File: src/rtl/turbo_pkg.sv
// Shared trellis definition for the 4-state RSC code (feedback 7, feedforward 5).
// The encoder and the Viterbi decoder both use these helpers.
package turbo_pkg;

    typedef logic [1:0] rsc_state_t;

    localparam int N_STATES = 4;
    localparam int TAIL_LEN = 2;

    typedef enum logic [1:0] {
        DEC_ACS,
        DEC_TRACE,
        DEC_OUT
    } dec_fsm_t;

    // State is {r1,r2}; feedback a = u^r1^r2 shifts in at r1.
    function automatic rsc_state_t rsc_next_state(input rsc_state_t s, input logic u);
        logic a;
        a = u ^ s[1] ^ s[0];
        return {a, s[1]};
    endfunction

    function automatic logic rsc_parity(input rsc_state_t s, input logic u);
        logic a;
        a = u ^ s[1] ^ s[0];
        return a ^ s[0];
    endfunction

endpackage

File: src/rtl/rsc_acs_unit.sv
// Combinational add-compare-select for one trellis step of the 4-state RSC code,
// with min-subtraction so metrics stay small.
module rsc_acs_unit
    import turbo_pkg::*;
#(
    parameter int PM_W = 5
) (
    input  logic [N_STATES-1:0][PM_W-1:0] pm_in,
    input  logic                          in_sys,
    input  logic                          in_par,
    output logic [N_STATES-1:0][PM_W-1:0] pm_out,
    output logic [N_STATES-1:0]           dec
);

    logic [N_STATES-1:0][PM_W-1:0] pm_sel;
    logic [PM_W-1:0]               pm_min;

    function automatic logic [1:0] bmetric(input rsc_state_t p, input logic u,
                                           input logic rs, input logic rp);
        return {1'b0, u ^ rs} + {1'b0, rsc_parity(p, u) ^ rp};
    endfunction

    // Next state {a,x} is reached from {x,d}; the input on that branch is a^x^d.
    for (genvar ns = 0; ns < N_STATES; ns++) begin : g_ns
        localparam logic [1:0] NS = 2'(ns);
        localparam logic [1:0] P0 = {NS[0], 1'b0};
        localparam logic [1:0] P1 = {NS[0], 1'b1};
        localparam logic       U0 = NS[1] ^ NS[0];

        logic [PM_W-1:0] c0, c1;

        assign c0          = pm_in[P0] + PM_W'(bmetric(P0, U0, in_sys, in_par));
        assign c1          = pm_in[P1] + PM_W'(bmetric(P1, ~U0, in_sys, in_par));
        assign dec[ns]     = c1 < c0;
        assign pm_sel[ns]  = dec[ns] ? c1 : c0;
        assign pm_out[ns]  = pm_sel[ns] - pm_min;
    end

    always_comb begin
        pm_min = pm_sel[0];
        for (int i = 1; i < N_STATES; i++) begin
            if (pm_sel[i] < pm_min) pm_min = pm_sel[i];
        end
    end

endmodule

File: src/rtl/rsc_viterbi_dec.sv
// Hard-decision Viterbi decoder for one terminated RSC frame: ACS per received pair,
// traceback from state 00, then streams the decoded bits in order.
module rsc_viterbi_dec
    import turbo_pkg::*;
#(
    parameter int FRAME_LEN = 64,
    parameter int PM_W      = 5,
    parameter int PM_INIT   = 8
) (
    input  logic clk,
    input  logic rst,
    input  logic in_valid,
    output logic in_ready,
    input  logic in_sys,
    input  logic in_par,
    output logic out_valid,
    input  logic out_ready,
    output logic out_bit,
    output logic out_last
);

    localparam int STEPS  = FRAME_LEN + TAIL_LEN;
    localparam int STEP_W = $clog2(STEPS);
    localparam int IDX_W  = (FRAME_LEN > 1) ? $clog2(FRAME_LEN) : 1;

    localparam logic [N_STATES-1:0][PM_W-1:0] PM_RESET =
        {PM_W'(PM_INIT), PM_W'(PM_INIT), PM_W'(PM_INIT), PM_W'(0)};

    dec_fsm_t                      fsm, fsm_nxt;
    logic [STEP_W-1:0]             step;
    logic [IDX_W-1:0]              idx;
    logic [N_STATES-1:0][PM_W-1:0] pm, pm_nxt;
    logic [N_STATES-1:0]           dec;
    logic [N_STATES-1:0]           surv [STEPS];
    logic [FRAME_LEN-1:0]          bits;
    rsc_state_t                    tb_state;
    logic                          accept, out_fire, tb_d, tb_u;

    rsc_acs_unit #(.PM_W(PM_W)) u_acs (
        .pm_in  (pm),
        .in_sys (in_sys),
        .in_par (in_par),
        .pm_out (pm_nxt),
        .dec    (dec)
    );

    assign accept   = in_valid && in_ready;
    assign out_fire = out_valid && out_ready;
    assign out_bit  = out_valid && bits[idx];
    assign out_last = out_valid && (idx == IDX_W'(FRAME_LEN - 1));
    assign tb_d     = surv[step][tb_state];
    assign tb_u     = tb_state[1] ^ tb_state[0] ^ tb_d;

    always_ff @(posedge clk) begin
        if (rst) fsm <= DEC_ACS;
        else     fsm <= fsm_nxt;
    end

    always_comb begin
        fsm_nxt   = fsm;
        in_ready  = 1'b0;
        out_valid = 1'b0;
        case (fsm)
            DEC_ACS: begin
                in_ready = 1'b1;
                if (in_valid && step == STEP_W'(STEPS - 1)) fsm_nxt = DEC_TRACE;
            end
            DEC_TRACE: begin
                if (step == '0) fsm_nxt = DEC_OUT;
            end
            DEC_OUT: begin
                out_valid = 1'b1;
                if (out_ready && idx == IDX_W'(FRAME_LEN - 1)) fsm_nxt = DEC_ACS;
            end
            default: fsm_nxt = DEC_ACS;
        endcase
    end

    // The step counter doubles as the traceback index, so it parks at the last
    // trellis step when the final tail pair is accepted and counts down from there.
    always_ff @(posedge clk) begin
        if (rst) begin
            step     <= '0;
            idx      <= '0;
            pm       <= PM_RESET;
            tb_state <= '0;
            bits     <= '0;
        end else begin
            case (fsm)
                DEC_ACS: begin
                    if (accept) begin
                        pm       <= pm_nxt;
                        tb_state <= '0;
                        if (step != STEP_W'(STEPS - 1)) step <= step + 1'b1;
                    end
                end
                DEC_TRACE: begin
                    tb_state <= {tb_state[0], tb_d};
                    if (32'(step) < FRAME_LEN) bits[step[IDX_W-1:0]] <= tb_u;
                    if (step != '0) step <= step - 1'b1;
                    idx <= '0;
                end
                DEC_OUT: begin
                    if (out_fire) begin
                        if (out_last) begin
                            pm   <= PM_RESET;
                            step <= '0;
                            idx  <= '0;
                        end else begin
                            idx <= idx + 1'b1;
                        end
                    end
                end
                default: ;
            endcase
        end
    end

    always_ff @(posedge clk) begin
        if (accept) surv[step] <= dec;
    end

endmodule

File: config.mk
export PLATFORM = sky130hd
export DESIGN_NAME = rsc_viterbi_dec
export DESIGN_NICKNAME = d
export VERILOG_FILES = /design/src/rtl/turbo_pkg.sv /design/src/rtl/rsc_acs_unit.sv /design/src/rtl/rsc_viterbi_dec.sv
export SDC_FILE = /design/constraint.sdc
export NUM_CORES = 1
export LEC_CHECK = 0
export BUFFER_PORTS_ARGS = -buffer_cell sky130_fd_sc_hd__buf_2
export CAP_MARGIN = 20
export CORE_MARGIN = 2
export CORE_UTILIZATION = 30
export CTS_CLUSTER_SIZE = 40
export DETAILED_ROUTE_END_ITERATION = 10
export PLACE_DENSITY = 0.42
export SLEW_MARGIN = 20
export SYNTH_ARGS = -nofsm -noshare
export SYNTH_HDL_FRONTEND = slang
export SYNTH_SLANG_ARGS = --single-unit
File: constraint.sdc
create_clock -name clk -period 23.7 [get_ports clk]
set_input_delay 5.925 -clock clk [delete_from_list [all_inputs] [get_ports clk]]
set_output_delay 5.925 -clock clk [all_outputs]
set_load 0.01 [all_outputs]
# Word level (Yosys, flattened, before mapping)
# Memory sizes are Yosys's and may differ from the RTL's. A register that Yosys moved wholly into a read port is not among the register bits.
# Cells that the tools add are included.
totals:
  ram_bits: 264
  register_bits: 101
  inputBits: 6
  wordCells: 117
  mem_count: 1
op_classes:
  reduce_logical: 20
  n_mux: 39
  bitwise_logic: 4
  n_lt_le_gt_ge: 12
  addsub: 19
  n_eq_ne: 13
mem_list:
  columns: ["name", "depth", "width", "read_ports", "rd_clocked_by_memory_dff", "wr", "line_no", "source"]
  rows:
  - ["surv", 66, 4, 1, 1, 1, "rsc_viterbi_dec.sv:34", "logic [N_STATES-1:0] surv [STEPS];"]
ops:
  columns: ["operator", "count"]
  rows:
  - ["$bwmux W64", 1]
  - ["$mux W20", 3]
  - ["$mux W7", 7]
  - ["$add A5 B2 Y5", 8]
  - ["$pmux W20 S2", 1]
  - ["$lt A5 B5 Y1", 7]
  - ["$mux W5", 7]
  - ["$pmux W7 S3", 1]
  - ["$sub A5 B5 Y5", 4]
  - ["$ne A2 B2 Y1 const B", 8]
  - ["$lt A6 B7 Y1 const B", 2]
  - ["$mux W6", 2]
  - ["$pmux W6 S2", 1]
  - ["$add A1 B1 Y2", 4]
  - ["$mux W2", 4]
  - ["$add A7 B1 Y7 const B", 1]
  - ["$eq A7 B7 Y1 const B", 1]
  - ["$logic_and A1 B1 Y1", 7]
  - ["$logic_not A7 Y1", 1]
  - ["$lt A7 B7 Y1 const B", 1]
  - ["$mux W1", 7]
  - ["$ne A7 B7 Y1 const B", 1]
  - ["$reduce_bool A7 Y1", 1]
  - ["$sub A7 B1 Y7 const B", 1]
  - ["20 further kinds", 26]

# Longest topological paths before layout
# Gate-level depths: netlist of run 1.
depth:
  word_depth: 14
  ltp_mapped: 44
  depth_no_buf: 42

# Modules after synthesis
# A second synthesis of run 1 with hierarchy kept.
hier_totals:
  cells_unflattened: 1526
  hier_area_um2: 19401.1
modules_own_cells:
  columns: ["mod", "seq_area_each_um2", "area_per_inst_um2", "n_inst", "cells_per_inst"]
  rows:
  - ["rsc_viterbi_dec", 10089.7, 16176.8, 1, 1119]
  - ["rsc_acs_unit", 0.0, 3224.3, 1, 407]

# Worst setup path after synthesis of run 1
# No wires, ideal clock.
synth_timing:
  kind: "input to register"
  start: "input in_sys"
  end: "register pm[14] (netlist name)"
  arrival_ns: 14.468
  setup_ns: 0.073
  required_ns: 23.627
  path_slack_ns: 9.159
  stages: 41
  path_buffers: 2
  path_cell_list: "inv_1 ha_1 inv_1 ha_1 nor2b_1 o21ai_0 a21boi_0 xor2_1 ha_1 a31o_1 o31ai_4 and2_1 buf_6 mux2i_1 inv_1 ha_1 nor2b_1 mux2i_1 [5 not listed] o221a_2 a221oi_2 nor2_2 o21ai_0 ha_1 o21ai_0 a211oi_2 a211oi_2 and2_1 buf_6 mux2i_1 ha_1 inv_1 ha_1 o21bai_1 maj3_1 a2111o_1 o211ai_2"
synth_via:
  elab_chain_len: 14
  word_cells_on_any_way: 30
synth_lines:
  columns: ["item", "line_no", "source"]
  rows:
  - ["from (decl)", "rsc_viterbi_dec.sv:14", "input logic in_sys,"]
  - ["$not A1 Y1 (no line)", null, null]
  - ["$add A1 B1 Y2", "rsc_acs_unit.sv:20", "return {1'b0, u ^ rs} + {1'b0, rsc_parity(p, u) ^ rp};"]
  - ["$add A5 B2 Y5", "rsc_acs_unit.sv:32", "assign c0 = pm_in[P0] + PM_W'(bmetric(P0, U0, in_sys, in_par));"]
  - ["$lt A5 B5 Y1 *", "rsc_acs_unit.sv:34", "assign dec[ns] = c1 < c0;"]
  - ["via dec[1]", "rsc_viterbi_dec.sv:33", "logic [N_STATES-1:0] dec;"]
  - ["$mux W5 *", "rsc_acs_unit.sv:35", "assign pm_sel[ns] = dec[ns] ? c1 : c0;"]
  - ["$lt A5 B5 Y1", "rsc_acs_unit.sv:42", "if (pm_sel[i] < pm_min) pm_min = pm_sel[i];"]
  - ["$mux W5 *", "rsc_acs_unit.sv:42", null]
  - ["$lt A5 B5 Y1", "rsc_acs_unit.sv:42", null]
  - ["$mux W5 *", "rsc_acs_unit.sv:42", null]
  - ["$lt A5 B5 Y1", "rsc_acs_unit.sv:42", null]
  - ["$mux W5 *", "rsc_acs_unit.sv:42", null]
  - ["$sub A5 B5 Y5 *", "rsc_acs_unit.sv:36", "assign pm_out[ns] = pm_sel[ns] - pm_min;"]
  - ["$mux W20 *", "rsc_viterbi_dec.sv:91", "if (accept) begin"]
  - ["$pmux W20 S2 *", "rsc_viterbi_dec.sv:89", "case (fsm)"]
  - ["to (signal assigned)", "rsc_viterbi_dec.sv:92", "pm <= pm_nxt;"]
  - ["to (decl)", "rsc_viterbi_dec.sv:32", "logic [N_STATES-1:0][PM_W-1:0] pm, pm_nxt;"]
# The timed path passes the listed nets; every way through them passes the cells marked *. The select of a mux whose other input is x is not followed.
# A chain may end at the register's enable or synchronous reset.

# Final worst setup path of run 1
layout_timing:
  start: "input in_sys"
  end: "register pm[9] (netlist name)"
layout_via:
  elab_chain_len: 14
  word_cells_on_any_way: 30
layout_lines:
  columns: ["item", "line_no"]
  rows:
  - ["$not A1 Y1 (no line)", null]
  - ["$add A1 B1 Y2", "rsc_acs_unit.sv:20"]
  - ["$add A5 B2 Y5 (on tied branches)", "rsc_acs_unit.sv:32, rsc_acs_unit.sv:33"]
  - ["$lt A5 B5 Y1", "rsc_acs_unit.sv:34"]
  - ["$mux W5", "rsc_acs_unit.sv:35"]
  - ["$lt A5 B5 Y1", "rsc_acs_unit.sv:42"]
  - ["$mux W5", "rsc_acs_unit.sv:42"]
  - ["$lt A5 B5 Y1", "rsc_acs_unit.sv:42"]
  - ["$mux W5", "rsc_acs_unit.sv:42"]
  - ["$lt A5 B5 Y1", "rsc_acs_unit.sv:42"]
  - ["$mux W5", "rsc_acs_unit.sv:42"]
  - ["$sub A5 B5 Y5 *", "rsc_acs_unit.sv:36"]
  - ["$mux W20 *", "rsc_viterbi_dec.sv:91"]
  - ["$pmux W20 S2 *", "rsc_viterbi_dec.sv:89"]
# Every way passes the cells marked *; elsewhere a longest branch is shown, timed or not. The select of a mux whose other input is x is not followed.

==> metrics.csv, run 1 <==
stage,metric,value,unit
status,status,"finished, final reports clean",
timing,final.period_utilization,0.673,
placed_design,hpwl,32600,um
power,powerDensity,169,mW/mm2
clock_tree,htreeDepth,2,
synthesis,yosys_warnings,0,
power,p_leak,6.68,nW
detailed_routing,drc_errors,0,
timing,setup_tns,0,ps
critical_path,reg2reg_slack,13300,ps
critical_path,crit_family,compound AO/OA/AOI/OAI gates,
critical_path,worstPathRequired,24190,ps
clock_tree,root_buffer,clkbuf_16,
detailed_routing,drt_pass1_iterations,5,
detailed_routing,avgRoutedWirePerCell,21.2,um
synthesis,syn_area,0.0185,mm2
floorplan,fp.coreArea,0.0614,mm2
critical_path,r2r-start,pm[15],
synthesis,ys.flop_type,edfxtp_1,
timing,relSlewSlack,0.277,
critical_path,criticalPathCategory,primary input to flip-flop,
global_routing,grt_pass1_vias,11900,
timing,hold_viol,0,
placed_design,pre_cts_ws,7160,ps
detailed_routing,route.antenna.remaining_nets,0,
synthesis,synth_async_sr_flop_share,0,
critical_path,startpoint,in_sys,
synthesis,ys_seq_area_frac,0.544,
critical_path,cp_common_cell,ha_1,
clock_tree,clock-sinks,372,
critical_path,start_kind,primary input,
cells_and_area,nNetsFinal,1542,
timing,fin_ws,7740,ps
clock_tree,cts_setup_buffers,0,
timing,fin_crit,15960,ps
detailed_routing,drt_iter0_markers,925,
timing,setup_viol,0,
cells_and_area,area_growth,12.4,%
synthesis,synth_nets,1560,
global_routing,track_usage,0.154,
clock_tree,cts_tree,built,
run,maxCapViolCount,0,
detailed_routing,routed_wl,48800,um
global_routing,grt_max_degree,85,
placed_design,portBuffers,9,
timing,grt_setup_unrepaired,false,
critical_path,crit_path_end_kind,flip-flop,
floorplan,die_area,0.0638,mm2
global_routing,grt_overflow,0,
critical_path,critPathBufInv,6,
synthesis,synth.distinct_cells,87,
clock_tree,clk_pin_slew_worst_paths,60,ps
floorplan,die_height,253,um
timing,max_freq,62.7,MHz
timing,drv_slew,0,
cells_and_area,drive_above_1_share,0.162,
floorplan,die_x,253,um
detailed_routing,vias,11800,
floorplan,initial_core_util,0.302,
synthesis,post_synth.cell_area_avg,12.4,um2
critical_path,worst_path_max_delay_cell,mux2i_1,
cells_and_area,n_antenna_cell,0,
global_routing,grt_first_pass_wirelength,74400,um
synthesis,synthCells,1499,
clock_tree,clk_path_buf_depth,3,
clock_tree,ctsHoldBuffers,0,
critical_path,worstPathMaxFanout,70,
detailed_routing,viasPerCell,5.10,
synthesis,ys_ff_latch,372,
critical_path,worstPathArrival,16450,ps
clock_tree,clkLatencyLatePin,570,ps
floorplan,pin_count,10,
power,vdd_drop_max,0.206,mV
floorplan,rows,91,
min_path,hold_path.class,flip-flop to flip-flop,
timing,skew,24.9,ps
critical_path,critPathMaxStageDelay,560,ps
global_routing,antenna_found_initial,0,
synthesis,synth_edf_count,264,
clock_tree,cts_resized,0,
timing,worstMarginPinSlew,1080,ps
placed_design,place.gp.congestion,0.833,
min_path,hold_path.startpoint,bits[44],
clock_tree,cts_buffers,44,
flip-flops by register name, summed over array words and instances (netlist names), named ones only:
name / cells
bits: 64
fsm: 2
idx: 6
pm: 20
step: 7
surv: 264
tb_state: 2
layout make-up:
cell class / count / area (um2)
fill: 6007 / 40500
multi-input combinational: 997 / 7920
inverter: 39 / 146
clock buffer: 53 / 1150
timing repair buffer: 27 / 183
sequential: 372 / 10100
tap: 790 / 988
clock inverter: 29 / 352
routing by layer:
layer	global-route usage	routed length (um)
met1	0.215	22700
met2	0.253	23200
met3	0.0233	2080
met4	0.0367	834
met5	0	0
through the flow:
step | util | hold slack, ps | total power, mW | cell area, um2 | cells
2_1_floorplan | - | 433 | 2.38 | 18500 | 1499
3_3_place_gp | 0.315 | 438 | 2.84 | 19300 | 2225
3_5_place_dp | 0.315 | 448 | 2.83 | 19300 | 2225
4_1_cts | 0.339 | 455 | 3.55 | 20800 | 2307
5_1_grt | 0.339 | 479 | 3.78 | 20800 | 2307
6_report | 0.339 | 456 | 3.52 | 20800 | 2307
cells by family (layout without fill, tap and decap cells):
group / Yosys count / after routing / share of synthesized area
XOR/XNOR: 57 / 57 / 0.0273
flip-flops: 372 / 372 / 0.544
buffers and inverters: 130 / 148 / 0.0290
adder cells (fa/ha/maj): 62 / 62 / 0.0416
AO/OA/AOI/OAI: 200 / 200 / 0.0762
multiplexers: 139 / 139 / 0.147
AND/OR/NAND/NOR: 539 / 539 / 0.134
report_power, final:
group          internal (mW)  leakage [nW]  switching [mW]
sequential             0.878          3.26          0.0243
clock                  0.426         0.743           0.274
combinational          0.762          2.68            1.16
cell usage in the layout, fill, tap and decap left out, types with 33 or more instances in the layout:
master / synthesis / routed
a21oi_1: 58 / 58
clkbuf_16: 0 / 44
dfxtp_1: 108 / 106
edfxtp_1: 264 / 264
ha_1: 54 / 54
inv_1: 38 / 35
mux4_2: 105 / 105
nand2_1: 79 / 79
nor2_1: 238 / 238
nor3_1: 110 / 110
o21ai_0: 36 / 36
xnor2_1: 34 / 33
worst paths after layout:
kind / endpoint / cells after the start
max: pm[9] / 41
min: bits[44] / 2
max reg2reg: pm[9] / 37
min reg2reg: bits[44] / 2
worst reg2reg max path: cells and delay by family, from the launching register on:
family,cells,cell delay [ps]
DFF,1,430
adders and majority gates,8,2520
muxes,3,1420
and+or+nand+nor,7,1410
AOI/OAI and AO/OA,15,3560
xor gates and xnor gates,1,220
buffers and inverters,3,790
synth_stat cells (all sizes together), types with 7 or more instances:
cell type    n  area share
edfxtp     264        0.43
nor2       239       0.049
nor3       110       0.030
dfxtp      108        0.12
mux4       105        0.13
nand2       79       0.016
clkbuf      66       0.013
a21oi       61       0.018
ha          54       0.036
o21ai       42       0.012
inv         38      0.0077
xnor2       35       0.017
mux2i       29       0.016
buf         25      0.0077
nor2b       24      0.0081
xor2        22       0.010
nand2b      17      0.0057
nand3       17      0.0046
a31oi       13      0.0044
a21o         9      0.0037
o211ai       9      0.0045
or3          9      0.0030
and2         8      0.0027
nand3b       8      0.0032
a21boi       7      0.0028
a22oi        7      0.0028
maj3         7      0.0041
o22ai        7      0.0024
Note: power is estimated with default switching activity, not from simulation.
==> run 2, diff against run 1 <==
Settings changed: PLACE_DENSITY 0.42 to 0.43.
Clock period 23.7 ns to 12.78 ns, I/O delays scaled along.
==> metrics.csv, run 2 (same netlist as run 1, synthesis figures left out) <==
stage,metric,value,unit,change
status,status,"finished, final reports clean",,
cells_and_area,area_growth,12.2,%,
global_routing,antenna_found_initial,0,,unchanged
floorplan,die_height,253,um,unchanged
run,maxCapViolCount,0,,unchanged
timing,max_freq,84.1,MHz,
critical_path,crit_path_end_kind,flip-flop,,
cells_and_area,reg_top3,"surv (264), bits (64), pm (20)",,
critical_path,cp_common_cell,ha_1,,
timing,skew,18.3,ps,-6.63 ps
critical_path,worstPathRequired,13280,ps,"-10,910 ps"
detailed_routing,avgRoutedWirePerCell,21.1,um,-0.27%
placed_design,portBuffers,9,,unchanged
critical_path,r2r-start,pm[15],,
clock_tree,cts_setup_buffers,0,,unchanged
clock_tree,clkLatencyLatePin,580,ps,about the same
clock_tree,cts_tree,built,,
timing,final.period_utilization,0.930,,
cells_and_area,drive_above_1_share,0.163,,+0.000659
cells_and_area,layout_common_cells,"264 x edfxtp_1, 238 x nor2_1, 110 x nor3_1",,
floorplan,pin_count,10,,unchanged
detailed_routing,route.antenna.remaining_nets,0,,unchanged
cells_and_area,top_register,surv,,
global_routing,grt_first_pass_wirelength,74200,um,-0.35%
timing,worstMarginPinSlew,1100,ps,+12.6 ps
global_routing,grt_pass1_vias,11800,,-0.46%
detailed_routing,drt_pass1_iterations,5,,unchanged
detailed_routing,viasPerCell,5.10,,about the same
timing,grt_setup_unrepaired,false,,
critical_path,startpoint,in_sys,,
global_routing,track_usage,0.155,,+0.000415
clock_tree,clk_pin_slew_worst_paths,50,ps,about the same
detailed_routing,routed_wl,48700,um,-0.27%
min_path,hold_path.startpoint,bits[44],,
clock_tree,clock-sinks,372,,unchanged
timing,drv_slew,0,,unchanged
timing,setup_tns,0,ps,unchanged
timing,hold_viol,0,,unchanged
floorplan,rows,91,,unchanged
critical_path,criticalPathCategory,primary input to flip-flop,,
cells_and_area,nNetsFinal,1544,,+0.13%
critical_path,worstPathMaxFanout,6,,-91%
clock_tree,clk_path_buf_depth,3,,unchanged
clock_tree,cts_resized,0,,unchanged
global_routing,grt_max_degree,70,,-18%
timing,fin_crit,11890,ps,
min_path,hold_path.class,flip-flop to flip-flop,,
floorplan,die_x,253,um,unchanged
clock_tree,htreeDepth,2,,unchanged
timing,relSlewSlack,0.269,,-0.00843
clock_tree,ctsHoldBuffers,0,,unchanged
critical_path,worstPathArrival,12390,ps,-4060 ps
cells_and_area,final_common_cell,edfxtp_1,,
floorplan,die_area,0.0638,mm2,unchanged
timing,setup_viol,0,,unchanged
critical_path,critPathMaxStageDelay,430,ps,-130 ps
clock_tree,root_buffer,clkbuf_16,,
detailed_routing,drc_errors,0,,unchanged
global_routing,grt_overflow,0,,unchanged
critical_path,worst_path_max_delay_cell,a221oi_2,,
placed_design,hpwl,32300,um,-0.84%
critical_path,start_kind,primary input,,
cells_and_area,largest_reg_flops,264,,unchanged
clock_tree,cts_buffers,44,,unchanged
detailed_routing,vias,11800,,+0.068%
cells_and_area,n_antenna_cell,0,,unchanged
detailed_routing,drt_iter0_markers,684,,-26%
floorplan,initial_core_util,0.302,,unchanged
floorplan,fp.coreArea,0.0614,mm2,unchanged
placed_design,place.gp.congestion,0.876,,+5.2%
## run 2: cell type report
type	instances	area, um2
Clock buffer	48	1140
Clock inverter	32	322
Fill cell	6008	40600
Inverter	39	146
Multi-Input combinational cell	997	7920
Sequential cell	372	10100
Tap cell	790	988
Timing Repair Buffer	29	198
## run 2: routing by layer
| metal | vias to the layer above | wire, um | track usage |
|---|---|---|---|
| met4 | 0 | 1100 | 0.0478 |
| met5 | - | 0 | 0 |
| li1 | 5588 | - | - |
| met1 | 5923 | 22900 | 0.213 |
| met3 | 64 | 1770 | 0.0243 |
| met2 | 195 | 23000 | 0.250 |
## run 2: stage by stage
stage	util	setup WS (ps)	instance area, um2	hold WS (ps)	instances
after detailed placement	0.315	404	19300	450	2227
after global placement	0.315	619	19300	446	2227
after CTS	0.339	979	20800	458	2307
after floorplan	-	969	18500	433	1499
after global routing	0.339	63.9	20800	468	2307
final	0.339	893	20800	454	2307
## run 2: final timing paths
| kind | to | slack [ps] | cells after the start |
|---|---|---|---|
| setup reg to reg | pm[9] | 3740 | 37 |
| hold reg to reg | bits[44] | 450 | 2 |
| setup / recovery | pm[9] | 890 | 41 |
| hold / removal | bits[44] | 450 | 2 |
## run 2: worst max-delay path, delay by kind of cell
kind | cells | cell delay [ps]
AOI/OAI and AO/OA | 15 | 3280
buffers and inverters | 6 | 630
xor gates and xnor gates | 1 | 240
and+or+nand+nor | 7 | 1360
adders and majority gates | 9 | 2740
muxes | 3 | 920
Power of run 2 is left out: the tool's default activity adds up to more than one toggle a clock period on the data nets, which glitch-free logic cannot reach.
==> run 3, diff against run 2 <==
Settings changed: PLACE_DENSITY 0.43 to 0.55.
==> metrics.csv, run 3 (same netlist as run 1, synthesis figures left out) <==
stage,metric,value,unit,change
critical_path,reg2regPathDepth,35,,-5.4%
cells_and_area,final-seq-area,0.0101,mm2,unchanged
min_path,hold_depth,2,,unchanged
detailed_routing,drt_pass1_iterations,5,,unchanged
critical_path,critPathMaxStageDelay,770,ps,+340 ps
timing,relSlewSlack,0.318,,+0.0488
clock_tree,ctsHoldBuffers,0,,unchanged
status,status,"finished, final reports clean",,
critical_path,start_kind,primary input,,
cells_and_area,final_core_util,0.337,,-0.00224
global_routing,grt_first_pass_wirelength,70000,um,-5.7%
detailed_routing,drc_errors,0,,unchanged
cells_and_area,nNetsFinal,1539,,-0.32%
placed_design,hpwl,29900,um,-7.3%
global_routing,grt_overflow,0,,unchanged
timing,setup_tns,0,ps,unchanged
global_routing,antenna_found_initial,0,,unchanged
min_path,hold_path.startpoint,bits[12],,
global_routing,track_usage,0.141,,-0.0135
timing,max_freq,83.0,MHz,-1.3%
detailed_routing,route.antenna.remaining_nets,0,,unchanged
placed_design,place.gp.congestion,0.883,,+0.82%
cells_and_area,drive_above_1_share,0.160,,-0.00256
cells_and_area,largest_reg_flops,264,,unchanged
critical_path,startpoint,in_sys,,
floorplan,rows,91,,unchanged
cells_and_area,multi_input_area,0.00792,mm2,unchanged
floorplan,pin_count,10,,unchanged
global_routing,grt_max_degree,92,,+31%
critical_path,worst_path_max_delay_cell,mux2i_1,,
cells_and_area,final_common_cell,edfxtp_1,,
detailed_routing,avgRoutedWirePerCell,19.6,um,-7.2%
floorplan,die_area,0.0638,mm2,unchanged
floorplan,fp.coreArea,0.0614,mm2,unchanged
clock_tree,root_buffer,clkbuf_16,,
min_path,hold_path.class,flip-flop to flip-flop,,
cells_and_area,layout_common_cells,"264 x edfxtp_1, 238 x nor2_1, 110 x nor3_1",,
detailed_routing,vias,11900,,+1.0%
detailed_routing,routed_wl,45000,um,-7.5%
cells_and_area,n_fill_cell,5969,,-0.65%
floorplan,die_height,253,um,unchanged
clock_tree,cts_setup_buffers,0,,unchanged
placed_design,portBuffers,9,,unchanged
clock_tree,cts_buffers,41,,-6.8%
critical_path,worstPathArrival,12530,ps,+140 ps
critical_path,reg2reg_slack,3450,ps,-290 ps
timing,drv_slew,0,,unchanged
clock_tree,clk_pin_slew_worst_paths,60,ps,about the same
critical_path,r2r-start,pm[1],,
floorplan,die_x,253,um,unchanged
global_routing,grt_pass1_vias,11700,,-1.0%
critical_path,cp_common_cell,ha_1,,
detailed_routing,viasPerCell,5.17,,+1.3%
timing,worstMarginPinSlew,1020,ps,-71.6 ps
timing,fin_crit,12040,ps,+154 ps
clock_tree,clkLatencyLatePin,560,ps,-20 ps
floorplan,initial_core_util,0.302,,unchanged
critical_path,criticalPathCategory,primary input to flip-flop,,
critical_path,critical_path.endpoint,pm[9],,
cells_and_area,reg_top3,"surv (264), bits (64), pm (20)",,
clock_tree,cts_resized,0,,unchanged
critical_path,worstPathMaxFanout,9,,+3
cells_and_area,top_register,surv,,
clock_tree,cts_tree,built,,
critical_path,crit_path_end_kind,flip-flop,,
detailed_routing,drt_iter0_markers,880,,+29%
timing,hold_viol,0,,unchanged
run,maxCapViolCount,0,,unchanged
clock_tree,clk_path_buf_depth,3,,unchanged
clock_tree,clock-sinks,372,,unchanged
timing,skew,14.0,ps,-4.29 ps
cells_and_area,n_antenna_cell,0,,unchanged
cells_and_area,area_growth,11.5,%,
timing,final.period_utilization,0.942,,+0.0120
timing,grt_setup_unrepaired,false,,
critical_path,worstPathRequired,13260,ps,-20 ps
timing,setup_viol,0,,unchanged
clock_tree,htreeDepth,2,,unchanged
critical_path,r2r_end,pm[9],,
run 3: layout make-up:
class	instances	area share
inverters	39	0.00721
clock inverters	20	0.00708
multi-input cells	997	0.383
repair buffers	27	0.00969
well taps	790	0.0478
clock buffers	55	0.0566
flip-flops and latches	372	0.489
run 3: layer usage:
metal / GRT usage / vias up / wire (um)
li1: - / 5555 / -
met1: 0.197 / 5956 / 20600
met2: 0.227 / 309 / 21100
met3: 0.0186 / 71 / 2150
met4: 0.0467 / 0 / 1150
met5: 0 / - / 0
run 3: through the flow:
step	instances	area [um2]	hold WS (ps)	setup slack, ps
global route	2300	20700	485	142
finish	2300	20700	456	739
global placement	2224	19300	446	598
detailed placement	2225	19300	453	329
CTS	2300	20700	461	910
floorplan	1499	18500	433	969
run 3: critical path: cells and delay by family:
family          cells  cell delay (ps)
compound gates     14             3280
fa+ha+maj          10             3170
mux                 3             1480
simple gates        5              910
buf+inv             4              460
run 3: how the worst min path moves through the flow:
stage / slack [ps] / to
after floorplan: 430 / bits[10]
after global placement: 450 / bits[42]
after detailed placement: 450 / bits[12]
after CTS: 460 / bits[12]
after global routing: 490 / bits[42]
final: 460 / bits[12]
Power of run 3 is left out for the same reason.
